===== src/rtl/c7bbiu_wr_ctl_pkg.sv =====
// Shared AXI constants, FSM encoding and capture payload for the BIU write controller.
package c7bbiu_wr_ctl_pkg;

    localparam int unsigned ADDR_W = 32;
    localparam int unsigned DATA_W = 32;
    localparam int unsigned STRB_W = DATA_W / 8;
    localparam int unsigned ID_W   = 4;

    localparam logic [ID_W-1:0] AXI_WID_LSU   = 4'h3;
    localparam logic [2:0]      AXI_SIZE_WORD = 3'd2;

    localparam logic [1:0] AXI_RESP_OKAY   = 2'b00;
    localparam logic [1:0] AXI_RESP_EXOKAY = 2'b01;
    localparam logic [1:0] AXI_RESP_SLVERR = 2'b10;
    localparam logic [1:0] AXI_RESP_DECERR = 2'b11;

    typedef enum logic [1:0] {
        ST_IDLE   = 2'd0,
        ST_SEND   = 2'd1,
        ST_WAIT_B = 2'd2
    } wr_state_e;

    typedef struct packed {
        logic [ADDR_W-1:0] addr;
        logic [DATA_W-1:0] data;
        logic [STRB_W-1:0] strb;
    } wr_req_t;

endpackage


===== src/rtl/c7bbiu_wr_ctl_if.sv =====
// AXI write-channel bundle (AW, W, B) between the BIU write controller and the fabric.
interface c7bbiu_wr_ctl_if;
    import c7bbiu_wr_ctl_pkg::*;

    logic              axi_aw_valid;
    logic              axi_aw_ready;
    logic [ID_W-1:0]   axi_aw_id;
    logic [ADDR_W-1:0] axi_aw_addr;
    logic [7:0]        axi_aw_len;
    logic [2:0]        axi_aw_size;
    logic [1:0]        axi_aw_burst;
    logic              axi_aw_lock;
    logic [3:0]        axi_aw_cache;
    logic [2:0]        axi_aw_prot;

    logic              axi_w_valid;
    logic              axi_w_ready;
    logic [ID_W-1:0]   axi_w_id;
    logic [DATA_W-1:0] axi_w_data;
    logic [STRB_W-1:0] axi_w_strb;
    logic              axi_w_last;

    logic              axi_b_valid;
    logic [ID_W-1:0]   axi_b_id;
    logic [1:0]        axi_b_resp;
    logic              axi_b_ready;

    modport master (
        output axi_aw_valid, axi_aw_id, axi_aw_addr, axi_aw_len, axi_aw_size,
               axi_aw_burst, axi_aw_lock, axi_aw_cache, axi_aw_prot,
        input  axi_aw_ready,
        output axi_w_valid, axi_w_id, axi_w_data, axi_w_strb, axi_w_last,
        input  axi_w_ready,
        input  axi_b_valid, axi_b_id, axi_b_resp,
        output axi_b_ready
    );

    modport slave (
        input  axi_aw_valid, axi_aw_id, axi_aw_addr, axi_aw_len, axi_aw_size,
               axi_aw_burst, axi_aw_lock, axi_aw_cache, axi_aw_prot,
        output axi_aw_ready,
        input  axi_w_valid, axi_w_id, axi_w_data, axi_w_strb, axi_w_last,
        output axi_w_ready,
        output axi_b_valid, axi_b_id, axi_b_resp,
        input  axi_b_ready
    );

endinterface


===== src/rtl/c7bbiu_wr_timer.sv =====
// B-response watchdog: saturating counter that flags the cycle the count reaches TIMEOUT_CYC-1.
module c7bbiu_wr_timer #(
    parameter int unsigned TIMEOUT_CYC = 256
) (
    input  logic clk,
    input  logic resetn,
    input  logic clr_i,
    input  logic en_i,
    output logic expired_c_o
);

    localparam int unsigned CNT_W = (TIMEOUT_CYC < 2) ? 1 : $clog2(TIMEOUT_CYC + 1);
    localparam logic [CNT_W-1:0] CNT_LAST = CNT_W'((TIMEOUT_CYC == 0) ? 0 : TIMEOUT_CYC - 1);
    localparam logic [CNT_W-1:0] CNT_MAX  = {CNT_W{1'b1}};

    logic [CNT_W-1:0] cnt_q;
    logic [CNT_W-1:0] cnt_d;

    always_comb begin
        cnt_d = cnt_q;
        if (clr_i) begin
            cnt_d = '0;
        end else if (en_i && (cnt_q != CNT_MAX)) begin
            cnt_d = cnt_q + CNT_W'(1);
        end
    end

    always_ff @(posedge clk or negedge resetn) begin
        if (!resetn) begin
            cnt_q <= '0;
        end else begin
            cnt_q <= cnt_d;
        end
    end

    // A zero timeout disables the watchdog entirely.
    assign expired_c_o = (TIMEOUT_CYC != 0) && en_i && (cnt_q == CNT_LAST);

endmodule


===== src/rtl/c7bbiu_wr_ctl.sv =====
// LSU store sequencer: one outstanding single-beat AXI write, AW and W driven independently,
// B response checked by id, with a watchdog forcing an error completion.
module c7bbiu_wr_ctl
    import c7bbiu_wr_ctl_pkg::*;
#(
    parameter int unsigned TIMEOUT_CYC = 256
) (
    input  logic              clk,
    input  logic              resetn,
    input  logic              lsu_biu_wr_req,
    input  logic [ADDR_W-1:0] lsu_biu_wr_addr,
    input  logic [DATA_W-1:0] lsu_biu_wr_data,
    input  logic [STRB_W-1:0] lsu_biu_wr_strb,
    output logic              biu_lsu_wr_ack,
    output logic              biu_lsu_wr_done,
    output logic              biu_lsu_wr_err,
    output logic              wr_busy,
    c7bbiu_wr_ctl_if.master   axi
);

    wr_state_e state_q, state_d;
    wr_req_t   cap_q, cap_d;
    logic      aw_done_q, aw_done_d;
    logic      w_done_q, w_done_d;
    logic      done_q, done_d;
    logic      err_q, err_d;

    logic      ack_c;
    logic      aw_valid_c;
    logic      w_valid_c;
    logic      b_ready_c;
    logic      b_match_c;
    logic      b_err_c;
    logic      expired_c;

    c7bbiu_wr_timer #(
        .TIMEOUT_CYC (TIMEOUT_CYC)
    ) u_timer (
        .clk         (clk),
        .resetn      (resetn),
        .clr_i       (state_q != ST_WAIT_B),
        .en_i        (state_q == ST_WAIT_B),
        .expired_c_o (expired_c)
    );

    assign b_match_c = axi.axi_b_valid && (axi.axi_b_id == AXI_WID_LSU);
    assign b_err_c   = (axi.axi_b_resp == AXI_RESP_SLVERR) || (axi.axi_b_resp == AXI_RESP_DECERR);

    // Next-state and channel control.
    always_comb begin
        state_d    = state_q;
        cap_d      = cap_q;
        aw_done_d  = aw_done_q;
        w_done_d   = w_done_q;
        done_d     = 1'b0;
        err_d      = 1'b0;
        ack_c      = 1'b0;
        aw_valid_c = 1'b0;
        w_valid_c  = 1'b0;
        b_ready_c  = 1'b0;
        unique case (state_q)
            ST_IDLE: begin
                // The done cycle refuses a new request so the LSU sees done before the next ack.
                ack_c = lsu_biu_wr_req && !done_q;
                if (ack_c) begin
                    cap_d     = '{addr: lsu_biu_wr_addr, data: lsu_biu_wr_data,
                                  strb: lsu_biu_wr_strb};
                    aw_done_d = 1'b0;
                    w_done_d  = 1'b0;
                    state_d   = ST_SEND;
                end
            end
            ST_SEND: begin
                aw_valid_c = !aw_done_q;
                w_valid_c  = !w_done_q;
                if (aw_valid_c && axi.axi_aw_ready) aw_done_d = 1'b1;
                if (w_valid_c && axi.axi_w_ready)   w_done_d  = 1'b1;
                if (aw_done_d && w_done_d)          state_d   = ST_WAIT_B;
            end
            ST_WAIT_B: begin
                b_ready_c = 1'b1;
                if (b_match_c) begin
                    done_d  = 1'b1;
                    err_d   = b_err_c;
                    state_d = ST_IDLE;
                end else if (expired_c) begin
                    done_d  = 1'b1;
                    err_d   = 1'b1;
                    state_d = ST_IDLE;
                end
            end
            default: state_d = ST_IDLE;
        endcase
    end

    always_ff @(posedge clk or negedge resetn) begin
        if (!resetn) begin
            state_q   <= ST_IDLE;
            cap_q     <= '0;
            aw_done_q <= 1'b0;
            w_done_q  <= 1'b0;
            done_q    <= 1'b0;
            err_q     <= 1'b0;
        end else begin
            state_q   <= state_d;
            cap_q     <= cap_d;
            aw_done_q <= aw_done_d;
            w_done_q  <= w_done_d;
            done_q    <= done_d;
            err_q     <= err_d;
        end
    end

    assign biu_lsu_wr_ack  = ack_c;
    assign biu_lsu_wr_done = done_q;
    assign biu_lsu_wr_err  = err_q;
    assign wr_busy         = (state_q != ST_IDLE);

    assign axi.axi_aw_valid = aw_valid_c;
    assign axi.axi_aw_id    = AXI_WID_LSU;
    assign axi.axi_aw_addr  = cap_q.addr;
    assign axi.axi_aw_len   = 8'd0;
    assign axi.axi_aw_size  = AXI_SIZE_WORD;
    assign axi.axi_aw_burst = 2'd0;
    assign axi.axi_aw_lock  = 1'b0;
    assign axi.axi_aw_cache = 4'd0;
    assign axi.axi_aw_prot  = 3'd0;

    assign axi.axi_w_valid  = w_valid_c;
    assign axi.axi_w_id     = AXI_WID_LSU;
    assign axi.axi_w_data   = cap_q.data;
    assign axi.axi_w_strb   = cap_q.strb;
    assign axi.axi_w_last   = 1'b1;

    assign axi.axi_b_ready  = b_ready_c;

endmodule


===== src/flat_wrapper.sv =====
// flat-port wrapper written by rule: the top's interface ports become plain ports
module c7bbiu_wr_ctl_flat import c7bbiu_wr_ctl_pkg::*;
#(
    parameter int unsigned TIMEOUT_CYC = 256
)
  (clk, resetn, lsu_biu_wr_req, lsu_biu_wr_addr, lsu_biu_wr_data, lsu_biu_wr_strb, biu_lsu_wr_ack, biu_lsu_wr_done, biu_lsu_wr_err, wr_busy, axi_axi_aw_valid, axi_axi_aw_id, axi_axi_aw_addr, axi_axi_aw_len, axi_axi_aw_size, axi_axi_aw_burst, axi_axi_aw_lock, axi_axi_aw_cache, axi_axi_aw_prot, axi_axi_aw_ready, axi_axi_w_valid, axi_axi_w_id, axi_axi_w_data, axi_axi_w_strb, axi_axi_w_last, axi_axi_w_ready, axi_axi_b_valid, axi_axi_b_id, axi_axi_b_resp, axi_axi_b_ready);
  c7bbiu_wr_ctl_if axi_i ();
  input  logic clk;
  input  logic resetn;
  input  logic lsu_biu_wr_req;
  input  logic [ADDR_W-1:0] lsu_biu_wr_addr;
  input  logic [DATA_W-1:0] lsu_biu_wr_data;
  input  logic [STRB_W-1:0] lsu_biu_wr_strb;
  output logic biu_lsu_wr_ack;
  output logic biu_lsu_wr_done;
  output logic biu_lsu_wr_err;
  output logic wr_busy;
  output wire logic [$bits(axi_i.axi_aw_valid)-1:0] axi_axi_aw_valid;
  output wire logic [$bits(axi_i.axi_aw_id)-1:0] axi_axi_aw_id;
  output wire logic [$bits(axi_i.axi_aw_addr)-1:0] axi_axi_aw_addr;
  output wire logic [$bits(axi_i.axi_aw_len)-1:0] axi_axi_aw_len;
  output wire logic [$bits(axi_i.axi_aw_size)-1:0] axi_axi_aw_size;
  output wire logic [$bits(axi_i.axi_aw_burst)-1:0] axi_axi_aw_burst;
  output wire logic [$bits(axi_i.axi_aw_lock)-1:0] axi_axi_aw_lock;
  output wire logic [$bits(axi_i.axi_aw_cache)-1:0] axi_axi_aw_cache;
  output wire logic [$bits(axi_i.axi_aw_prot)-1:0] axi_axi_aw_prot;
  input wire logic [$bits(axi_i.axi_aw_ready)-1:0] axi_axi_aw_ready;
  output wire logic [$bits(axi_i.axi_w_valid)-1:0] axi_axi_w_valid;
  output wire logic [$bits(axi_i.axi_w_id)-1:0] axi_axi_w_id;
  output wire logic [$bits(axi_i.axi_w_data)-1:0] axi_axi_w_data;
  output wire logic [$bits(axi_i.axi_w_strb)-1:0] axi_axi_w_strb;
  output wire logic [$bits(axi_i.axi_w_last)-1:0] axi_axi_w_last;
  input wire logic [$bits(axi_i.axi_w_ready)-1:0] axi_axi_w_ready;
  input wire logic [$bits(axi_i.axi_b_valid)-1:0] axi_axi_b_valid;
  input wire logic [$bits(axi_i.axi_b_id)-1:0] axi_axi_b_id;
  input wire logic [$bits(axi_i.axi_b_resp)-1:0] axi_axi_b_resp;
  output wire logic [$bits(axi_i.axi_b_ready)-1:0] axi_axi_b_ready;
  assign axi_axi_aw_valid = axi_i.axi_aw_valid;
  assign axi_axi_aw_id = axi_i.axi_aw_id;
  assign axi_axi_aw_addr = axi_i.axi_aw_addr;
  assign axi_axi_aw_len = axi_i.axi_aw_len;
  assign axi_axi_aw_size = axi_i.axi_aw_size;
  assign axi_axi_aw_burst = axi_i.axi_aw_burst;
  assign axi_axi_aw_lock = axi_i.axi_aw_lock;
  assign axi_axi_aw_cache = axi_i.axi_aw_cache;
  assign axi_axi_aw_prot = axi_i.axi_aw_prot;
  assign axi_i.axi_aw_ready = axi_axi_aw_ready;
  assign axi_axi_w_valid = axi_i.axi_w_valid;
  assign axi_axi_w_id = axi_i.axi_w_id;
  assign axi_axi_w_data = axi_i.axi_w_data;
  assign axi_axi_w_strb = axi_i.axi_w_strb;
  assign axi_axi_w_last = axi_i.axi_w_last;
  assign axi_i.axi_w_ready = axi_axi_w_ready;
  assign axi_i.axi_b_valid = axi_axi_b_valid;
  assign axi_i.axi_b_id = axi_axi_b_id;
  assign axi_i.axi_b_resp = axi_axi_b_resp;
  assign axi_axi_b_ready = axi_i.axi_b_ready;
  c7bbiu_wr_ctl #(.TIMEOUT_CYC(TIMEOUT_CYC)) u_core (.clk(clk), .resetn(resetn), .lsu_biu_wr_req(lsu_biu_wr_req), .lsu_biu_wr_addr(lsu_biu_wr_addr), .lsu_biu_wr_data(lsu_biu_wr_data), .lsu_biu_wr_strb(lsu_biu_wr_strb), .biu_lsu_wr_ack(biu_lsu_wr_ack), .biu_lsu_wr_done(biu_lsu_wr_done), .biu_lsu_wr_err(biu_lsu_wr_err), .wr_busy(wr_busy), .axi(axi_i));
endmodule

===== config.mk =====
export PLATFORM = sky130hd
export DESIGN_NAME = c7bbiu_wr_ctl_flat
export DESIGN_NICKNAME = d
export VERILOG_FILES = /design/src/rtl/c7bbiu_wr_ctl_pkg.sv /design/src/rtl/c7bbiu_wr_ctl_if.sv /design/src/rtl/c7bbiu_wr_timer.sv /design/src/rtl/c7bbiu_wr_ctl.sv /design/src/flat_wrapper.sv
export SDC_FILE = /design/constraint.sdc
export NUM_CORES = 1
export LEC_CHECK = 0
export CAP_MARGIN = 20
export CORE_AREA = 2 2 97 109
export DETAILED_ROUTE_END_ITERATION = 8
export DIE_AREA = 0 0 99 111
export HOLD_SLACK_MARGIN = 0.02
export PLACE_DENSITY = 0.77
export SLEW_MARGIN = 40
export SYNTH_ARGS = -nofsm -noshare
export SYNTH_HDL_FRONTEND = slang
export SYNTH_HIERARCHICAL = 1
export SYNTH_SLANG_ARGS = --single-unit

===== constraint.sdc =====
create_clock -name clk -period 2.34 [get_ports clk]
set_clock_uncertainty 0.15 [all_clocks]
set_input_delay 0.585 -clock clk [delete_from_list [all_inputs] [get_ports clk]]
set_output_delay 0.585 -clock clk [all_outputs]
set_load 0.02 [all_outputs]

Word level (Yosys, flattened, before mapping)
Index checks and enable logic that the tools add are counted.
Word-level totals
  input port bits: 80
  register bits after elaboration: 83
  output and inout bits: 105
  word-level logic and storage cells: 62
Cells by class
  equal/unequal tests: 11
  mux-type cells: 23
  $add $sub $neg: 1
  reductions and logical operators: 18
Operators by type and width (number)
  two-way mux 9 bit: 2
  two-way mux 1 bit: 14
  adder 9 x 1 -> 9 bit, second input constant: 1
  equality test 9 x 8 -> 1 bit, second input constant: 1
  inequality test 9 bit, second input constant: 1
  two-way mux 2 bit: 4
  logical AND 1 bit: 7
  equality test 2 bit, second input constant: 3
  one-hot mux 2 bit (3 select lines): 1
  nonzero test 2 bit: 3
  equality test 4 x 2 -> 1 bit, second input constant: 1
  inequality test 2 x 1 -> 1 bit, second input constant: 2
  one-hot mux 1 bit (2 select lines): 2
  AND reduction 2 bit: 2
  zero test 1 bit: 3
  inequality test 3 x 1 -> 1 bit, second input constant: 1
  AND reduction 3 bit: 1
  equality test 2 x 1 -> 1 bit, second input constant: 1
  zero test 2 bit: 1
  inequality test 2 bit, second input constant: 1
  logical OR 1 bit: 1

Longest topological paths before layout
Gate-level depths: netlist of run 1.
  depth in word-level cells: 7
  gate-level depth with buffers: 7
  depth with buffers taken out: 7

By module
The synthesis of run 1 kept the hierarchy.
Modules (own cells, without submodules)
  c7bbiu_wr_ctl: cells an instance 205, area an instance 3385.7 µm², times used 1, seq. area each 1851.8 µm²
  c7bbiu_wr_timer: cells an instance 49, area an instance 484.2 µm², times used 1, seq. area each 225.2 µm²

Worst setup path after synthesis of run 1
No wires, ideal clock.
  path type: register to register
  start point: register u_core.u_timer.cnt_q[0]
  end point: register u_core.u_timer.cnt_q[5]
  data arrival time: 1.712 ns
  buffers on the path: 0
  cell stages (with the launch flop): 8
  setup slack: 0.401 ns
  required time: 2.112 ns
  clock period less this slack: 1.939 ns
  setup time: 0.078 ns
  cell sequence: dfrtp_1 ha_1 nand3_1 nor2_1 ha_1 nand4b_1 or4_1 a21oi_1
On the way
  word-level cells in the longest chain between the ends: 3
  elaborated cells on any way between the ends: 6
  those cells by class: add/sub: 1; eq/ne: 1; mux: 2; reduce/logical: 2
RTL lines
  start: declaration: RTL line c7bbiu_wr_timer.sv:16  | logic [CNT_W-1:0] cnt_q;
  start signal: assignment: RTL line c7bbiu_wr_timer.sv:32  | cnt_q <= cnt_d;
  adder 9 x 1 -> 9 bit / inequality test 9 bit (equally long branches): RTL line c7bbiu_wr_timer.sv:24, c7bbiu_wr_timer.sv:23
  two-way mux 9 bit / logical AND 1 bit (equally long branches): RTL line c7bbiu_wr_timer.sv:23  | end else if (en_i && (cnt_q != CNT_MAX)) begin
  two-way mux 9 bit / nonzero test 2 bit (equally long branches)
Several ways; a longest one is shown, not always the timed one. The select of a mux whose other input is x is not followed.
A chain may end at the register's enable or synchronous reset.

Final worst setup path of run 1
  start point: input port lsu_biu_wr_req
  end point: output port biu_lsu_wr_ack
On the way
  word-level cells in the longest chain between the ends: 2
RTL lines
  start: declaration: RTL line flat_wrapper.sv:10  | input logic lsu_biu_wr_req;
  logical AND 1 bit: RTL line c7bbiu_wr_ctl.sv:64  | ack_c = lsu_biu_wr_req && !done_q;
  two-way mux 1 bit: RTL line c7bbiu_wr_ctl.sv:61  | unique case (state_q)
  end: declaration: RTL line flat_wrapper.sv:14  | output logic biu_lsu_wr_ack;
No other way between the ends.

==> results.ini, run 1 <==
[grt]
grt-ovfl-total=0
grt_max_degree=53
grt_pass1_vias=2621
track_usage_pct=15.60
antenna_found_initial=0
grt_first_pass_wirelength_mm=13.55

[worst_setup_path]
required_ns=1.60
critPathArrivalTime_ns=1.44
reg2reg_to=u_core/u_timer/cnt_q[7]
r2r_start=u_core/u_timer/cnt_q[0]
setup.worst_path.end_class=output port
cp-start-kind=primary input
reg2reg_slack_ns=0.18
rr_worst_depth=7
cp_max_fo=2
critPathKind=in -> out

[clock_tree]
cts_sinks=83
clk_pin_slew_worst_paths_ns=0.06
postCtsSetupRepairBufs=0
insertion_delay_ns=0.33
cts_made_buffers=9
cts_tree=built
clk_path_buf_depth=2
htree_levels=3
cts_root_buffer=clkbuf_16

[timing]
hold_violations=0
min_period_over_period_pct=92.75
tns_ns=0
fin_crit_ns=2.170
layout_setup_ws_ns=0.1696
max_freq_ghz=0.4608
rsz0062_at_grt=false
drv_slew=0
setup_viol_count_final=0
hold_ws_ns=0.06067

[floorplan]
fp.dieW_um=99
die_area_sq_mm=0.01099
core_area_sq_mm=0.01000
die_y_um=111
num_rows=39
ios=185
start_util_pct=38.69

[synth]
synth-warning-count=6
async_reset_ff_share_pct=100.0
ys_seq_elements=83
synth_top_area_share_pct=53.67
synth_most_common_cell=dfrtp_1
synth.avg_cell_area_sq_um=15.24
synthTopCellsByArea=dfrtp_1 54%, mux2_4 26%, buf_4 5.8%, buf_12 3.6%, a21oi_1 1.0%
synthesis.instances=254
synth_edf_count=0
synth_common_cells=83 x dfrtp_1, 66 x mux2_4, 30 x buf_4
synth.distinct_cells=35
ys.flop_type=dfrtp_1
yosysSeqAreaShare_pct=53.67
synth_area_sq_mm=0.003870
synth_top_cell_by_area=dfrtp_1

[job]
cap_violations=0

[drt]
vias_per_cell=4.494
drc=0
wl_per_cell_um=15.55
via_count=2436
first_pass_iters=4
antenna_left=0
drt_wl_total_mm=8.428
drt-initial-drc-count=80

[worst_hold_path]
min_path_type=in -> async

[pwr]
irDropWorstVdd_mv=0.6876
power.density_mw_per_mm2=1404
power_leakage_uw=0.002558

[finish]
drive_above_1_share_pct=22.67
utilization_pct=57.05
num_antenna_cells=0
nets=497
finalNonFillerCells=542
synthToLayoutAreaGrowth_pct=47.46

[place]
place_congestion=0.7490
dpl.cell_count=526
numPortBuffers=153
place_ws_ns=-0.2617
dpl.hpwl_mm=6.174

[outcome]
status=complete, no violations

[through the flow]
stage	cell area, sq um	power [uW]
floorplan	3975	4869
global placement	5361	6358
detailed placement	5361	6443
CTS	5709	8117
global route	5707	8413
finish	5707	8012
[state kept, by name (all words and copies together) (netlist names)]
signal and count:
u_core/biu_lsu_wr_done 1, u_core/state_q 2, u_core/biu_lsu_wr_err 1, u_core/w_done_q 1, u_core/aw_done_q 1, u_core/axi.axi_w_strb 4
u_core/axi.axi_aw_addr 32, u_core/u_timer/cnt_q 9, u_core/axi.axi_w_data 32
[layer usage]
layer / global-route usage [%] / wire, um / up-vias
met1: 19.75 / 3436 / 1190
li1: - / - / 1133
met5: 0 / 0 / -
met3: 4.981 / 586 / 15
met4: 5.571 / 176 / 0
met2: 25.05 / 4229 / 98
[worst max-delay path, cell delays in order]
cell	delay, ns
clkdlybuf4s50_1	0.47
nor3b_4	0.18
clkbuf_2	0.20
[worst max path at each step]
stage	start	to	slack (ns)	depth (start not counted)
after CTS	lsu_biu_wr_req	biu_lsu_wr_ack	0.02	3
final	lsu_biu_wr_req	biu_lsu_wr_ack	0.17	3
after global routing	u_core/state_q[1]	axi_axi_aw_valid	0.08	3
after global placement	lsu_biu_wr_req	biu_lsu_wr_ack	-0.26	3
after floorplan	u_core/u_timer/cnt_q[0]	u_core/u_timer/cnt_q[5]	0.40	7
after detailed placement	lsu_biu_wr_req	biu_lsu_wr_ack	-0.26	3
[power by group]
| part | leakage [uW] | switching, uW | internal (uW) |
|---|---|---|---|
| registers | 0.00100 | 359 | 2080 |
| logic | 0.00139 | 1700 | 2230 |
| clock network | 0.000168 | 559 | 1080 |
[area by class of cell]
type / instances / area [sq um]
fill: 784 / 4297
sequential: 83 / 2077
timing repair buffer: 160 / 1600
multi-input combinational: 156 / 1509
clock buffer: 11 / 242.7
tap: 123 / 153.9
clock inverter: 5 / 108.9
inverter: 4 / 15.01
[repair_timing]
item,CTS,global route
hold buffers,0,0
setup endpoints to repair,4,2
resized for setup,5,2
[cells by family (layout without fill, tap and decap cells)]
group,Yosys count,after routing,share of synthesized area (%)
AO/OA/AOI/OAI,17,17,2.587
XOR/XNOR,2,2,0.4527
adder cells (fa/ha/maj),3,3,0.9700
buffers and inverters,43,180,10.22
flip-flops,83,83,53.67
multiplexers,70,70,26.71
other,2,30,0.1941
AND/OR/NAND/NOR,34,34,5.205
[cells in the final DEF, fill, tap and decap left out, types with 3 or more instances in the layout]
cell type and instances:
dlygate4sd2_1 3, inv_1 4, ha_1 3, bufinv_16 3, o21ai_0 3, nor2_1 10
buf_4 6, a21oi_1 8, clkdlybuf4s50_1 147, mux2_4 66, conb_1 30, nand2_1 4
dfrtp_1 83, or3_1 3, clkbuf_16 9
Note: power is estimated with default switching activity, not from simulation.
==> run 2: changes to the inputs <==
--- a/config.mk
+++ b/config.mk
@@ -7,10 +7,12 @@
 export LEC_CHECK = 0
 export CAP_MARGIN = 20
 export CORE_AREA = 2 2 97 109
+export CTS_CLUSTER_DIAMETER = 100
 export DETAILED_ROUTE_END_ITERATION = 8
 export DIE_AREA = 0 0 99 111
 export HOLD_SLACK_MARGIN = 0.02
 export PLACE_DENSITY = 0.77
+export REMOVE_ABC_BUFFERS = 1
 export SLEW_MARGIN = 40
 export SYNTH_ARGS = -nofsm -noshare
 export SYNTH_HDL_FRONTEND = slang
==> results.ini, run 2 (synthesized netlist as in run 1, its figures left out) <==
[finish]
num_antenna_cells=0
drive_above_1_share_pct=24.12
final_common_cell=clkdlybuf4s50_1
synthToLayoutAreaGrowth_pct=50.66
nFillCells=776
finalNonFillerCells=550
final_cell_mix=148 x clkdlybuf4s50_1, 83 x dfrtp_1, 66 x mux2_4
nets=505

[worst_setup_path]
critPathArrivalTime_ns=1.56
rr_worst_depth=7
endpoint=biu_lsu_wr_ack
r2r_start=u_core/u_timer/cnt_q[0]
cp.buffers_inverters=3
crit_chain=clkdlybuf4s50_1 -> nor3b_4 -> buf_4 -> buf_12
cp_max_fo=2
crit_cells=4
path_delay_family=buffers and inverters
reg2reg_slack_ns=0.23
reg2reg_to=u_core/u_timer/cnt_q[5]
cp_slowest_cell=clkdlybuf4s50_1
critPathKind=in -> out
max_stage_delay_ns=0.46
required_ns=1.60
setup.worst_path.end_class=output port
cp-start-kind=primary input
startpoint=lsu_biu_wr_req

[timing]
max_freq_ghz=0.4363
tns_ns=0
tightest_slew_ns=0.5398
fin_crit_ns=2.292
min_period_over_period_pct=97.96
setup_viol_count_final=0
drv_slew=0
hold_violations=0
slew_headroom_pct=64.01
rsz0062_at_grt=false

[clock_tree]
cts_tree=built
cts_made_buffers=9
clk_path_buf_depth=2
htree_levels=3
clk_pin_slew_worst_paths_ns=0.06
insertion_delay_ns=0.34
cts_root_buffer=clkbuf_16
cts_sinks=83
cts_hold_buffers=0

[drt]
drc=0
antenna_left=0
drt-initial-drc-count=106
drt_wl_total_mm=8.588
wl_per_cell_um=15.61
first_pass_iters=5
vias_per_cell=4.520
via_count=2486

[grt]
grt_max_degree=41
grt-ovfl-total=0
grt_first_pass_wirelength_mm=13.83
track_usage_pct=16.36
grt_pass1_vias=2654
antenna_found_initial=0

[pwr]
power_leakage_uw=0.002611
power.density_mw_per_mm2=1415
irDropWorstVdd_mv=0.7531

[floorplan]
ios=185
die_area_sq_mm=0.01099
fp.dieW_um=99
start_util_pct=38.69
core_area_sq_mm=0.01000
die_y_um=111
num_rows=39

[place]
dpl.cell_count=532
numPortBuffers=153
place_congestion=0.7264
dpl.hpwl_mm=6.323

[outcome]
status=complete, no violations

[job]
cap_violations=0

[worst_hold_path]
min_path_type=in -> async

==> run 2: cell count changes in the layout (fill, tap and decap cells not counted), sizes merged <==
cell,before,now
bufinv,3,4
clkbuf,12,10
clkdlybuf4s50,147,148
dlymetal6s2s,1,0
buf,8,17
==> run 2: per-stage QoR <==
stage / worst slack, ns / cell area (sq um) / hold slack, ns / utilization [%] / total power [uW]
global placement: -0.02426 / 5454 / 0.3402 / 54.52 / 6473
floorplan: -3.654 / 3595 / 0.1394 / - / 4799
global route: 0.002172 / 5831 / 0.1195 / 58.29 / 8649
CTS: 0.001962 / 5823 / 0.08867 / 58.21 / 8356
detailed placement: -0.03024 / 5454 / 0.3406 / 54.52 / 6559
finish: 0.04782 / 5831 / 0.07486 / 58.29 / 8252
==> run 2: area by class of cell <==
class	count	area [sq um]	area share (%)
clock buffer	10	229.0	3.927
sequential	83	2077	35.62
multi-input combinational	156	1509	25.88
timing repair buffer	168	1710	29.33
clock inverter	6	136.4	2.339
inverter	4	15.01	0.2575
tap	123	153.9	2.639
==> run 2: what timing repair did <==
action,4_1_cts,5_1_grt
pin swaps,0,0
gates resized for setup,3,0
setup buffers,1,1
endpoints found under the setup margin,4,1
==> run 2: report_power, final <==
group,internal [uW],switching (uW),leakage [uW]
registers,2080,382,0.00100
logic,2340,1730,0.00143
clock network,1150,564,0.000173
==> run 2: worst min path at each step <==
| stage | end | depth (start not counted) | from | slack [ns] |
|---|---|---|---|---|
| 3_5_place_dp | u_core/axi.axi_aw_addr[31] | 1 | u_core/axi.axi_aw_addr[31] | 0.34 |
| 6_report | u_core/axi.axi_aw_addr[4] | 1 | resetn | 0.07 |
| 3_3_place_gp | u_core/axi.axi_w_strb[2] | 1 | u_core/axi.axi_w_strb[2] | 0.34 |
| 5_1_grt | u_core/axi.axi_aw_addr[22] | 1 | resetn | 0.12 |
| 4_1_cts | u_core/axi.axi_aw_addr[4] | 1 | resetn | 0.09 |
| 2_1_floorplan | u_core/aw_done_q | 0 | resetn | 0.14 |
==> run 2: layer usage <==
metal / share of wire, % / GRT usage (%) / vias to the layer above
li1: - / - / 1151
met2: 52 / 27.48 / 110
met3: 7.3 / 5.801 / 10
met4: 1.8 / 5.753 / 0
met1: 39 / 19.28 / 1215
met5: 0 / 0 / -
